### src/rtl/cube_line_raster.sv
`default_nettype none
// +----------------------------------------------------------------------------+
// | Module      : cube_line_raster                                             |
// | Description : Fetches N_LINES line endpoints from a geometry source and    |
// |               rasterises each with Bresenham, one pixel per handshake.     |
// | Revision    : 1.0 - initial release                                       |
// +----------------------------------------------------------------------------+
module cube_line_raster #(
  parameter int XY_BITW = 16,
  parameter int LINEW   = 4,
  parameter int COLORW  = 3,
  parameter int N_LINES = 12,
  parameter int SRC_LAT = 1
) (
  input  logic               clk,
  input  logic               rst,
  input  logic               start,
  output logic               busy,
  output logic               done,
  output logic [LINEW-1:0]   line_id,
  input  logic [XY_BITW-1:0] x0,
  input  logic [XY_BITW-1:0] y0,
  input  logic [XY_BITW-1:0] x1,
  input  logic [XY_BITW-1:0] y1,
  input  logic [COLORW-1:0]  color,
  output logic               pix_valid,
  input  logic               pix_ready,
  output logic [XY_BITW-1:0] pix_x,
  output logic [XY_BITW-1:0] pix_y,
  output logic [COLORW-1:0]  pix_color
);

  localparam int                         c_ew        = XY_BITW + 2;
  localparam logic [2:0]                 c_wait_last = 3'((SRC_LAT > 0) ? SRC_LAT - 1 : 0);
  localparam logic [LINEW-1:0]           c_last_line = LINEW'(N_LINES - 1);
  localparam logic [LINEW-1:0]           c_line_one  = LINEW'(1);
  localparam logic [XY_BITW-1:0]         c_xy_one    = XY_BITW'(1);
  localparam logic signed [c_ew-1:0]     c_err_zero  = '0;

  typedef enum logic [2:0] {
    IDLE = 3'd0,
    REQ  = 3'd1,
    LOAD = 3'd2,
    DRAW = 3'd3,
    FIN  = 3'd4
  } state_t;

  state_t r_state;
  state_t w_state_nxt;

  logic [2:0]               r_wait;
  logic [LINEW-1:0]         r_line_id;
  logic [XY_BITW-1:0]       r_x;
  logic [XY_BITW-1:0]       r_y;
  logic [XY_BITW-1:0]       r_xe;
  logic [XY_BITW-1:0]       r_ye;
  logic [COLORW-1:0]        r_col;
  logic signed [c_ew-1:0]   r_dx;
  logic signed [c_ew-1:0]   r_dy;
  logic signed [c_ew-1:0]   r_err;
  logic                     r_sx_neg;
  logic                     r_sy_neg;

  // Endpoints are zero-extended by two bits so differences and 2*err never wrap.
  logic signed [c_ew-1:0]   w_ddx;
  logic signed [c_ew-1:0]   w_ddy;
  logic signed [c_ew-1:0]   w_dx_abs;
  logic signed [c_ew-1:0]   w_dy_abs;
  logic signed [c_ew-1:0]   w_e2;
  logic signed [c_ew-1:0]   w_err_add_x;
  logic signed [c_ew-1:0]   w_err_add_y;
  logic                     w_step_x;
  logic                     w_step_y;
  logic                     w_hs;
  logic                     w_last;
  logic                     w_more;

  assign w_ddx    = signed'({2'b00, x1}) - signed'({2'b00, x0});
  assign w_ddy    = signed'({2'b00, y1}) - signed'({2'b00, y0});
  assign w_dx_abs = w_ddx[c_ew-1] ? -w_ddx : w_ddx;
  assign w_dy_abs = w_ddy[c_ew-1] ? -w_ddy : w_ddy;

  assign w_e2        = r_err <<< 1;
  assign w_step_x    = (w_e2 >= r_dy);
  assign w_step_y    = (w_e2 <= r_dx);
  assign w_err_add_x = w_step_x ? r_dy : c_err_zero;
  assign w_err_add_y = w_step_y ? r_dx : c_err_zero;

  assign w_hs   = (r_state == DRAW) && pix_ready;
  assign w_last = (r_x == r_xe) && (r_y == r_ye);
  assign w_more = (r_line_id < c_last_line);

  always_ff @(posedge clk or posedge rst) begin
    if (rst) begin
      r_state <= IDLE;
    end else begin
      r_state <= w_state_nxt;
    end
  end

  always_comb begin
    w_state_nxt = r_state;
    case (r_state)
      IDLE: begin
        if (start) begin
          if (SRC_LAT == 0) w_state_nxt = LOAD;
          else              w_state_nxt = REQ;
        end
      end
      REQ: begin
        if (r_wait == c_wait_last) w_state_nxt = LOAD;
      end
      LOAD: w_state_nxt = DRAW;
      DRAW: begin
        if (w_hs && w_last) begin
          if (!w_more)           w_state_nxt = FIN;
          else if (SRC_LAT == 0) w_state_nxt = LOAD;
          else                   w_state_nxt = REQ;
        end
      end
      FIN:     w_state_nxt = IDLE;
      default: w_state_nxt = IDLE;
    endcase
  end

  always_ff @(posedge clk or posedge rst) begin
    if (rst) begin
      r_wait    <= '0;
      r_line_id <= '0;
      r_x       <= '0;
      r_y       <= '0;
      r_xe      <= '0;
      r_ye      <= '0;
      r_col     <= '0;
      r_dx      <= '0;
      r_dy      <= '0;
      r_err     <= '0;
      r_sx_neg  <= 1'b0;
      r_sy_neg  <= 1'b0;
    end else begin
      case (r_state)
        IDLE: begin
          if (start) begin
            r_line_id <= '0;
            r_wait    <= '0;
          end
        end
        REQ: r_wait <= r_wait + 3'd1;
        LOAD: begin
          r_x      <= x0;
          r_y      <= y0;
          r_xe     <= x1;
          r_ye     <= y1;
          r_col    <= color;
          r_dx     <= w_dx_abs;
          r_dy     <= -w_dy_abs;
          r_err    <= w_dx_abs - w_dy_abs;
          r_sx_neg <= !(x0 < x1);
          r_sy_neg <= !(y0 < y1);
        end
        DRAW: begin
          if (w_hs) begin
            if (w_last) begin
              if (w_more) begin
                r_line_id <= r_line_id + c_line_one;
                r_wait    <= '0;
              end
            end else begin
              // Both axis steps are evaluated against the same e2.
              r_err <= r_err + w_err_add_x + w_err_add_y;
              if (w_step_x) r_x <= r_sx_neg ? (r_x - c_xy_one) : (r_x + c_xy_one);
              if (w_step_y) r_y <= r_sy_neg ? (r_y - c_xy_one) : (r_y + c_xy_one);
            end
          end
        end
        FIN:     r_line_id <= '0;
        default: r_line_id <= '0;
      endcase
    end
  end

  assign busy      = (r_state == REQ) || (r_state == LOAD) || (r_state == DRAW);
  assign done      = (r_state == FIN);
  assign pix_valid = (r_state == DRAW);
  assign line_id   = r_line_id;
  assign pix_x     = r_x;
  assign pix_y     = r_y;
  assign pix_color = r_col;

endmodule
`default_nettype wire

### config.mk
export PLATFORM = sky130hd
export DESIGN_NAME = cube_line_raster
export DESIGN_NICKNAME = d
export VERILOG_FILES = /design/src/rtl/cube_line_raster.sv
export SDC_FILE = /design/constraint.sdc
export NUM_CORES = 1
export LEC_CHECK = 0
export CAP_MARGIN = 20
export CORE_MARGIN = 1.5
export CORE_UTILIZATION = 60
export CTS_CLUSTER_DIAMETER = 200
export DETAILED_ROUTE_END_ITERATION = 7
export GPL_ROUTABILITY_DRIVEN = 0
export PLACE_DENSITY = 0.9
export SETUP_SLACK_MARGIN = 0.5
export SLEW_MARGIN = 20
export SYNTH_ARGS = -nofsm -noshare
export SYNTH_HDL_FRONTEND = slang
export SYNTH_SLANG_ARGS = --single-unit
### constraint.sdc
create_clock -name clk -period 14.05 [get_ports clk]
set_input_delay 2.81 -clock clk [delete_from_list [all_inputs] [get_ports clk]]
set_output_delay 2.81 -clock clk [all_outputs]
set_load 0.01 [all_outputs]
# ---- After elaboration in Yosys (flattened, before gate mapping)
# Cells that the tools add are included.
# Widths: inputs -> output; s select.
dict set report op_classes {
  n_addsub 14
  n_lt_le_gt_ge 5
  eq_ne 15
  muxes 32
  bitwise 1
  reduce_logical 18
}
# cell count
set ops {}
lappend ops {{$mux 16} 8}
lappend ops {{$mux 18} 6}
lappend ops {{$pmux 16 s2} 2}
lappend ops {{$add 18x18->18} 2}
lappend ops {{$neg 17->18} 2}
lappend ops {{$pmux 18 s2} 1}
lappend ops {{$sub 16x16->17} 2}
lappend ops {{$add 16x1->16 const B} 2}
lappend ops {{$eq 16x16->1} 2}
lappend ops {{$lt 16x16->1} 2}
lappend ops {{$sub 16x1->16 const B} 2}
lappend ops {{$mux 3} 8}
lappend ops {{$ge 18x18->1} 1}
lappend ops {{$le 18x18->1} 1}
lappend ops {{$neg 18->18} 1}
lappend ops {{$sub 18x18->18} 1}
lappend ops {{$mux 4} 4}
lappend ops {{$ne 2x1->1 const B} 6}
lappend ops {{$pmux 3 s4} 1}
lappend ops {{$pmux 4 s3} 1}
lappend ops {{$reduce_and 5->1} 2}
lappend ops {{$pmux 3 s3} 1}
lappend ops {{$reduce_and 4->1} 2}
lappend ops {{$eq 3x2->1 const B} 2}
lappend ops {{15 further kinds} 23}
dict set report word_totals {
  ff_bits 133
  inputBits 71
  out_inout_bits 42
  elab_cells 98
}

# ---- Logic depth before layout (Yosys ltp)
# Gate-level depths: netlist (run 1).
dict set report depth {
  word_depth 7
  mapped_depth 25
  depth_no_buf 24
}

# ---- Worst setup path before layout (run 1)
# Ideal clock, no wire load.
dict set report synth_timing {
  path_type {input port to flip-flop}
  from {in y1[0]}
  to {reg r_err[16]}
  setup_time_ps 139
  arrival_ps 7562
  setup_slack_ps 6349
  stages 23
  path_buffers 3
  path_cell_list {inv_1 > ha_1 > inv_1 > fa_1 > a211oi_4 > o21ai_1 > a221oi_4 > a211oi_2 > buf_2 > buf_2 > buf_1 > mux2_2 > fa_1 > nor2b_1 > o21ai_0 > a21boi_0 > o41ai_1 > o221a_2 > o31a_1 > o21ai_0 > xnor3_1 > nand2_1 > o221ai_1}
}
dict set report synth_between {
  elab_chain_cells 5
}
# item line_no
set synth_lines {}
lappend synth_lines {{start: declaration} 24} ;# input logic [XY_BITW-1:0] y1,
lappend synth_lines {{$sub 16x16->17 (*)} 79} ;# assign w_ddy = signed'({2'b00, y1}) - signed'({2'b00, y0});
lappend synth_lines {{$neg 17->18} 81} ;# assign w_dy_abs = w_ddy[c_ew-1] ? -w_ddy : w_ddy;
lappend synth_lines {{$mux 18 (*)} 81}
lappend synth_lines {{$sub 18x18->18 (*)} 157} ;# r_err <= w_dx_abs - w_dy_abs;
lappend synth_lines {{$pmux 18 s2 (*)} 141} ;# case (r_state)
lappend synth_lines {{end signal: assignment} 157}
lappend synth_lines {{end signal: assignment} 170} ;# r_err <= r_err + w_err_add_x + w_err_add_y;
lappend synth_lines {{end: declaration} 60} ;# logic signed [c_ew-1:0] r_err;
# Every way passes the cells marked *; elsewhere a longest branch is shown, timed or not.
# A chain may end at the register's enable or synchronous reset.

# ---- Worst setup path in the final report (run 1)
dict set report layout_timing {
  from {in y0[0]}
  to {reg r_err[16]}
}
dict set report layout_between {
  elab_chain_cells 5
}
# item line_no
set layout_lines {}
lappend layout_lines {{start: declaration} 22} ;# input logic [XY_BITW-1:0] y0,
lappend layout_lines {{$sub 16x16->17 (*)} 79}
lappend layout_lines {{$neg 17->18} 81}
lappend layout_lines {{$mux 18 (*)} 81}
lappend layout_lines {{$sub 18x18->18 (*)} 157}
lappend layout_lines {{$pmux 18 s2 (*)} 141}
# Marks and branches as above.

==> results_dict.tcl, run 1 <==
set metrics [dict create \
    htree_levels 4 \
    io_pins 113 \
    synthArstFlopShare_pct 100.0 \
    synth_commonest_cells "nand2_1, dfrtp_1, ha_1, inv_1, nor2_1" \
    startpoint_type "input port" \
    clock-sinks 132 \
    leakagePower_uw 0.006800 \
    synth_top_area_share_pct 25.17 \
    grt_pass1_wl_um 61570 \
    fin_area_um2 15130 \
    arrival_ps 8300 \
    finalCritPeriodShare_pct 57.03 \
    hold_path_startpoint "pix_color[0]" \
    cp.required_ps 14330 \
    synth-edff-count 0 \
    rows 53 \
    max_slew_margin_pct 43.58 \
    worst_pin_slew_ps 825.0 \
    ff2ff_path_depth 22 \
    n_antenna_cell 0 \
    num_vias 12820 \
    wire_per_inst_um 18.64 \
    numPortBuffers 112 \
    clock_latency_ps 440 \
    grt_util_all_layers_pct 34.14 \
    drt_iter0_markers 1167 \
    synth.most_common_cell "nand2_1" \
    cts_setup_buffers 0 \
    root_buffer "clkbuf_16" \
    drv_slew 0 \
    skew_ps 13.95 \
    cp-endpoint "r_err[16]" \
    max_clock_freq_mhz 124.8 \
    fillCellCount 1594 \
    place_area_um2 14510 \
    netlist_area_um2 13120 \
    rsz0062_at_grt "no" \
    outcome "complete, no violations" \
    ff2ff_setup_slack_ps 8280 \
    r2r_start "r_err[16]" \
    finalHoldViolCount 0 \
    regArea_um2 3303 \
    endpoint_kind "register" \
    period_needed_ps 8013 \
    yosys.area.top_type "dfrtp_1" \
    synth_warnings 0 \
    antenna_found_initial 0 \
    max_cap_violations 0 \
    die_x_um 150.9 \
    hold_buffers 0 \
    finalSetupViolCount 0 \
    synth_area_leaders "dfrtp_1, ha_1, nand2_1" \
    drive_above_1_share_pct 5.741 \
    total_power_uw 3421 \
    holdCritPathClass "reg -> reg" \
    hold_ws_ps 481.3 \
    core-area_um2 21220 \
    clock_path_buffers 2 \
    die_area_um2 22770 \
    ys_ff_latch 132 \
    syn_to_final_growth_pct 15.29 \
    cts_buffers 17 \
    synth_cell_types 90 \
    clkSlewWorstSetupHoldPaths_ps 60 \
    powerDensity_nw_per_um2 226.1 \
    overflow 0 \
    nets 1954 \
    start_util_pct 61.85 \
    worstReg2RegEnd "r_err[15]" \
    synth_cells 1641 \
    setup_tns_ps 0 \
    path_class "in -> reg" \
    crit_start "y0[0]" \
    viasPerCell 6.356 \
    cts_tree "done" \
    totalWireLength_um 37600 \
    synth_seq_area_share_pct 25.17 \
    cts_repair_resize_count 0 \
    synth_ff_type "dfrtp_1" \
    grt_max_degree 71 \
    die_y_um 150.9 \
    syn_area_per_cell_um2 7.997 \
    antenna_left 0 \
    dp_hpwl_um 27520 \
    drt_pass1_iterations 6 \
    critPathMaxFanout 33 \
    grt_pass1_vias 12510 \
    multi_input_area_um2 9171 \
    ir_drop_mv 0.1266 \
    synth_fp_nets 1865 \
    drc_errors 0 \
]
[layout by cell type, fill, tap and decap left out, drive strengths merged, types with 6 or more instances in the layout]
cell type | Yosys | layout
nand2 | 242 | 242
dfrtp | 132 | 132
ha | 131 | 131
inv | 126 | 127
nor2 | 122 | 122
o21ai | 115 | 115
clkdlybuf4s50 | 0 | 112
a21oi | 112 | 112
xnor2 | 71 | 71
xor2 | 66 | 66
nor3 | 42 | 42
and2 | 38 | 38
nand3 | 32 | 32
a21o | 23 | 23
fa | 22 | 22
nor4 | 22 | 22
nor2b | 21 | 21
clkbuf | 41 | 19
a211oi | 19 | 19
or3 | 17 | 17
a31oi | 17 | 17
o21a | 16 | 16
nand4 | 16 | 16
nand2b | 15 | 15
and3 | 14 | 14
buf | 13 | 12
mux2i | 10 | 10
mux2 | 9 | 9
o211ai | 9 | 9
a21boi | 8 | 8
o31ai | 8 | 8
or2 | 7 | 7
o22ai | 7 | 7
a41oi | 6 | 6
[critical path: stages]
cell             delay, ps
clkdlybuf4s50_1        490
ha_1                   180
inv_1                   60
fa_1                   470
a211oi_4               320
o21ai_1                170
a221oi_4               430
a211oi_4               100
buf_4                  260
mux2_2                 340
fa_1                   450
nor2b_1                180
o21ai_0                120
a21boi_0               350
o41ai_1                170
o221a_2                270
o31a_1                 340
o21ai_0                180
xnor3_1                410
nand2_1                 80
o221ai_1               120
[area by class of cell]
| cell class | count | area share, % |
|---|---|---|
| Tap cell | 275 | 2.274 |
| Clock inverter | 12 | 1.191 |
| Timing Repair Buffer | 124 | 8.005 |
| Clock buffer | 19 | 2.927 |
| Inverter | 126 | 3.159 |
| Sequential cell | 132 | 21.83 |
| Multi-Input combinational cell | 1329 | 60.61 |
[logic make-up (layout without fill, tap and decap cells)]
family	count (synthesis)	in the layout	share of synthesized area, %
flip-flops	132	132	25.17
adder cells (fa/ha/maj)	153	153	15.85
AO/OA/AOI/OAI	404	404	20.10
buffers and inverters	180	281	5.225
multiplexers	19	19	1.630
XOR/XNOR	138	138	9.515
AND/OR/NAND/NOR	615	615	22.52
[per-stage QoR]
| step | setup WS (ps) | cells | utilization, % |
|---|---|---|---|
| after detailed placement | 5745 | 1986 | 68.37 |
| after global placement | 5945 | 1986 | 68.37 |
| final | 6037 | 2017 | 71.30 |
| after global routing | 5773 | 2017 | 71.30 |
| after floorplan | 6349 | 1641 | - |
| after CTS | 6127 | 2017 | 71.30 |
[report_power, final]
group	internal, uW	switching [uW]
clock network	301	185
registers	460	110
logic	1070	1290
[worst min path at each step]
stage	to	cells after the start
CTS	pix_color[0]	2
finish	pix_color[0]	2
floorplan	r_dx[0]	2
global route	pix_color[0]	2
global placement	pix_color[2]	2
detailed placement	pix_color[0]	2
[registers in the layout, indices dropped and copies added, names as in the netlist]
register,flops
r_ye,16
pix_color,3
line_id,4
r_state,3
r_dx,18
r_dy,18
r_xe,16
pix_x,16
r_sx_neg,1
r_wait,3
pix_y,16
r_sy_neg,1
r_err,17
[per-layer routing]
metal | wire length, um | track usage [%] | vias up
met5 | 0 | 0 | -
met4 | 1673 | 17.77 | 0
met1 | 15330 | 43.10 | 6056
met2 | 17690 | 57.12 | 698
met3 | 2906 | 4.458 | 130
li1 | - | - | 5936
Note: power is estimated with default switching activity, not from simulation.
==> run 2: changes to the inputs <==
--- a/config.mk
+++ b/config.mk
@@ -7,11 +7,11 @@
 export LEC_CHECK = 0
 export CAP_MARGIN = 20
 export CORE_MARGIN = 1.5
-export CORE_UTILIZATION = 60
+export CORE_UTILIZATION = 54
 export CTS_CLUSTER_DIAMETER = 200
 export DETAILED_ROUTE_END_ITERATION = 7
 export GPL_ROUTABILITY_DRIVEN = 0
-export PLACE_DENSITY = 0.9
+export PLACE_DENSITY = 0.86
 export SETUP_SLACK_MARGIN = 0.5
 export SLEW_MARGIN = 20
 export SYNTH_ARGS = -nofsm -noshare
==> constraint.sdc (replaced) <==
create_clock -name clk -period 7 [get_ports clk]
set_input_delay 1.4 -clock clk [delete_from_list [all_inputs] [get_ports clk]]
set_output_delay 1.4 -clock clk [all_outputs]
set_load 0.01 [all_outputs]
==> results_dict.tcl, run 2 (synthesis gave the netlist of run 1 again) <==
set metrics [dict create \
    rows 56 \
    arrival_ps 6450 \
    dp_hpwl_um 27600 \
    max_cap_violations 0 \
    drive_above_1_share_pct 5.960 \
    rsz0062_at_grt "no" \
    cts_tree "done" \
    cts_buffers 17 \
    clock_latency_ps 440 \
    viasPerCell 6.096 \
    ff2ff_path_depth 21 \
    overflow 0 \
    start_util_pct 55.42 \
    grt_pass1_wl_um 60430 \
    nets 1956 \
    clock-sinks 132 \
    endpoint_kind "register" \
    grt_pass1_vias 12270 \
    leakagePower_uw 0.006825 \
    worstReg2RegEnd "r_err[15]" \
    switching_share_pct 45.98 \
    path_class "in -> reg" \
    grt_util_all_layers_pct 29.26 \
    worst_pin_slew_ps 847.2 \
    utilization_pct 64.29 \
    totalWireLength_um 36900 \
    p_switching_uw 3144 \
    cp-endpoint "r_err[16]" \
    powerDensity_nw_per_um2 449.2 \
    clkSlewWorstSetupHoldPaths_ps 60 \
    holdCritPathClass "reg -> reg" \
    crit_start "y0[0]" \
    ff2ff_setup_slack_ps 920 \
    htree_levels 4 \
    drv_slew 0 \
    startpoint_type "input port" \
    period_needed_ps 6153 \
    n_antenna_cell 0 \
    grt_max_degree 71 \
    p_clk_share_pct 14.6 \
    layout_common_cells "nand2_1, dfrtp_1, ha_1, inv_1, nor2_1" \
    p_int_uw 3695 \
    antenna_left 0 \
    critPathSlowestCell "clkdlybuf4s50_1" \
    core-area_um2 23680 \
    drc_errors 0 \
    finalCritPeriodShare_pct 87.90 \
    cp.required_ps 7300 \
    ir_drop_mv 0.2445 \
    skew_ps 13.50 \
    max_clock_freq_mhz 162.5 \
    wire_per_inst_um 17.88 \
    max_slew_margin_pct 43.14 \
    numPortBuffers 112 \
    drt_pass1_iterations 6 \
    finalHoldViolCount 0 \
    setup_tns_ps 0 \
    max_stage_delay_ps 490 \
    num_vias 12580 \
    largest_registers "r_dx x18, r_dy x18, r_err x17" \
    p_seq_share_pct 16.8 \
    root_buffer "clkbuf_16" \
    critPathMaxFanout 31 \
    clock_path_buffers 2 \
    finalSetupViolCount 0 \
    drt_iter0_markers 1158 \
    r2r_start "r_err[15]" \
    cp_cell_sequence "clkdlybuf4s50_1 > ha_1 > inv_1 > fa_1 > a211oi_4 > o21ai_1 > a221oi_4 > a211oi_4 > buf_4 > a21oi_1 > xnor2_1 > ha_1 > a21boi_1 > o41ai_2 > o221a_2 > o31a_1 > o21ai_0 > xnor3_1 > nand2_1 > o221ai_1" \
    outcome "complete, no violations" \
    die_x_um 158.9 \
    layout_commonest_cell "nand2_1" \
    syn_to_final_growth_pct 16.01 \
    io_pins 113 \
    die_y_um 158.9 \
    die_area_um2 25250 \
    antenna_found_initial 0 \
    power.share.combinational_pct 68.7 \
]
## run 2: critical path, delay by kind of cell
kind | cells | cell delay [ps]
AOI/OAI and AO/OA | 11 | 2540
adders and majority gates | 3 | 1040
buffers and inverters | 3 | 810
xor gates and xnor gates | 2 | 560
and+or+nand+nor | 1 | 70
## run 2: how the worst min path moves through the flow
stage | slack, ps | cells after the start | startpoint | endpoint
2_1_floorplan | 460 | 2 | r_dx[0] | r_dx[0]
3_3_place_gp | 460 | 2 | pix_color[2] | pix_color[2]
3_5_place_dp | 470 | 2 | pix_color[1] | pix_color[1]
4_1_cts | 480 | 2 | pix_color[1] | pix_color[1]
5_1_grt | 500 | 2 | pix_color[1] | pix_color[1]
6_report | 480 | 2 | pix_color[0] | pix_color[0]
## run 2: through the flow
step / setup slack, ps / power (uW) / cell area, um2 / cells / hold WS (ps)
CTS: 820.9 / 6785 / 15220 / 2064 / 483.5
detailed placement: 384.7 / 5742 / 14580 / 2032 / 471.0
global placement: 508.3 / 5560 / 14580 / 2032 / 461.2
global route: 510.2 / 7425 / 15220 / 2064 / 495.9
floorplan: 709.3 / 4623 / 13120 / 1641 / 462.7
finish: 846.8 / 6839 / 15220 / 2064 / 477.0
## run 2: final cells by class
| type | instances | area, um2 |
|---|---|---|
| timing repair buffer | 126 | 1226 |
| tap | 319 | 399.1 |
| sequential | 132 | 3303 |
| multi-input combinational | 1329 | 9179 |
| clock buffer | 19 | 442.9 |
| inverter | 126 | 478.0 |
| clock inverter | 13 | 196.4 |
| fill | 1965 | 8458 |
## run 2: per-layer routing
metal | GRT usage [%] | wire (um)
met1 | 36.29 | 15360
met4 | 13.72 | 1555
met2 | 50.04 | 17600
met3 | 4.284 | 2392
met5 | 0 | 0
## run 2: repair_timing
item | CTS | global route
hold buffers | 0 | 0
resized for setup | 0 | 2
setup endpoints to repair | 0 | 1
buffers inserted | 0 | 0
## run 2: power by group through the flow
| stage | Combinational, uW | Clock, uW | Sequential (uW) |
|---|---|---|---|
| finish | 4700 | 996 | 1150 |
| global route | 5220 | 1030 | 1170 |
| CTS | 4640 | 1000 | 1140 |
| detailed placement | 4590 | 0 | 1150 |
| global placement | 4420 | 0 | 1140 |
| floorplan | 3490 | 0 | 1130 |
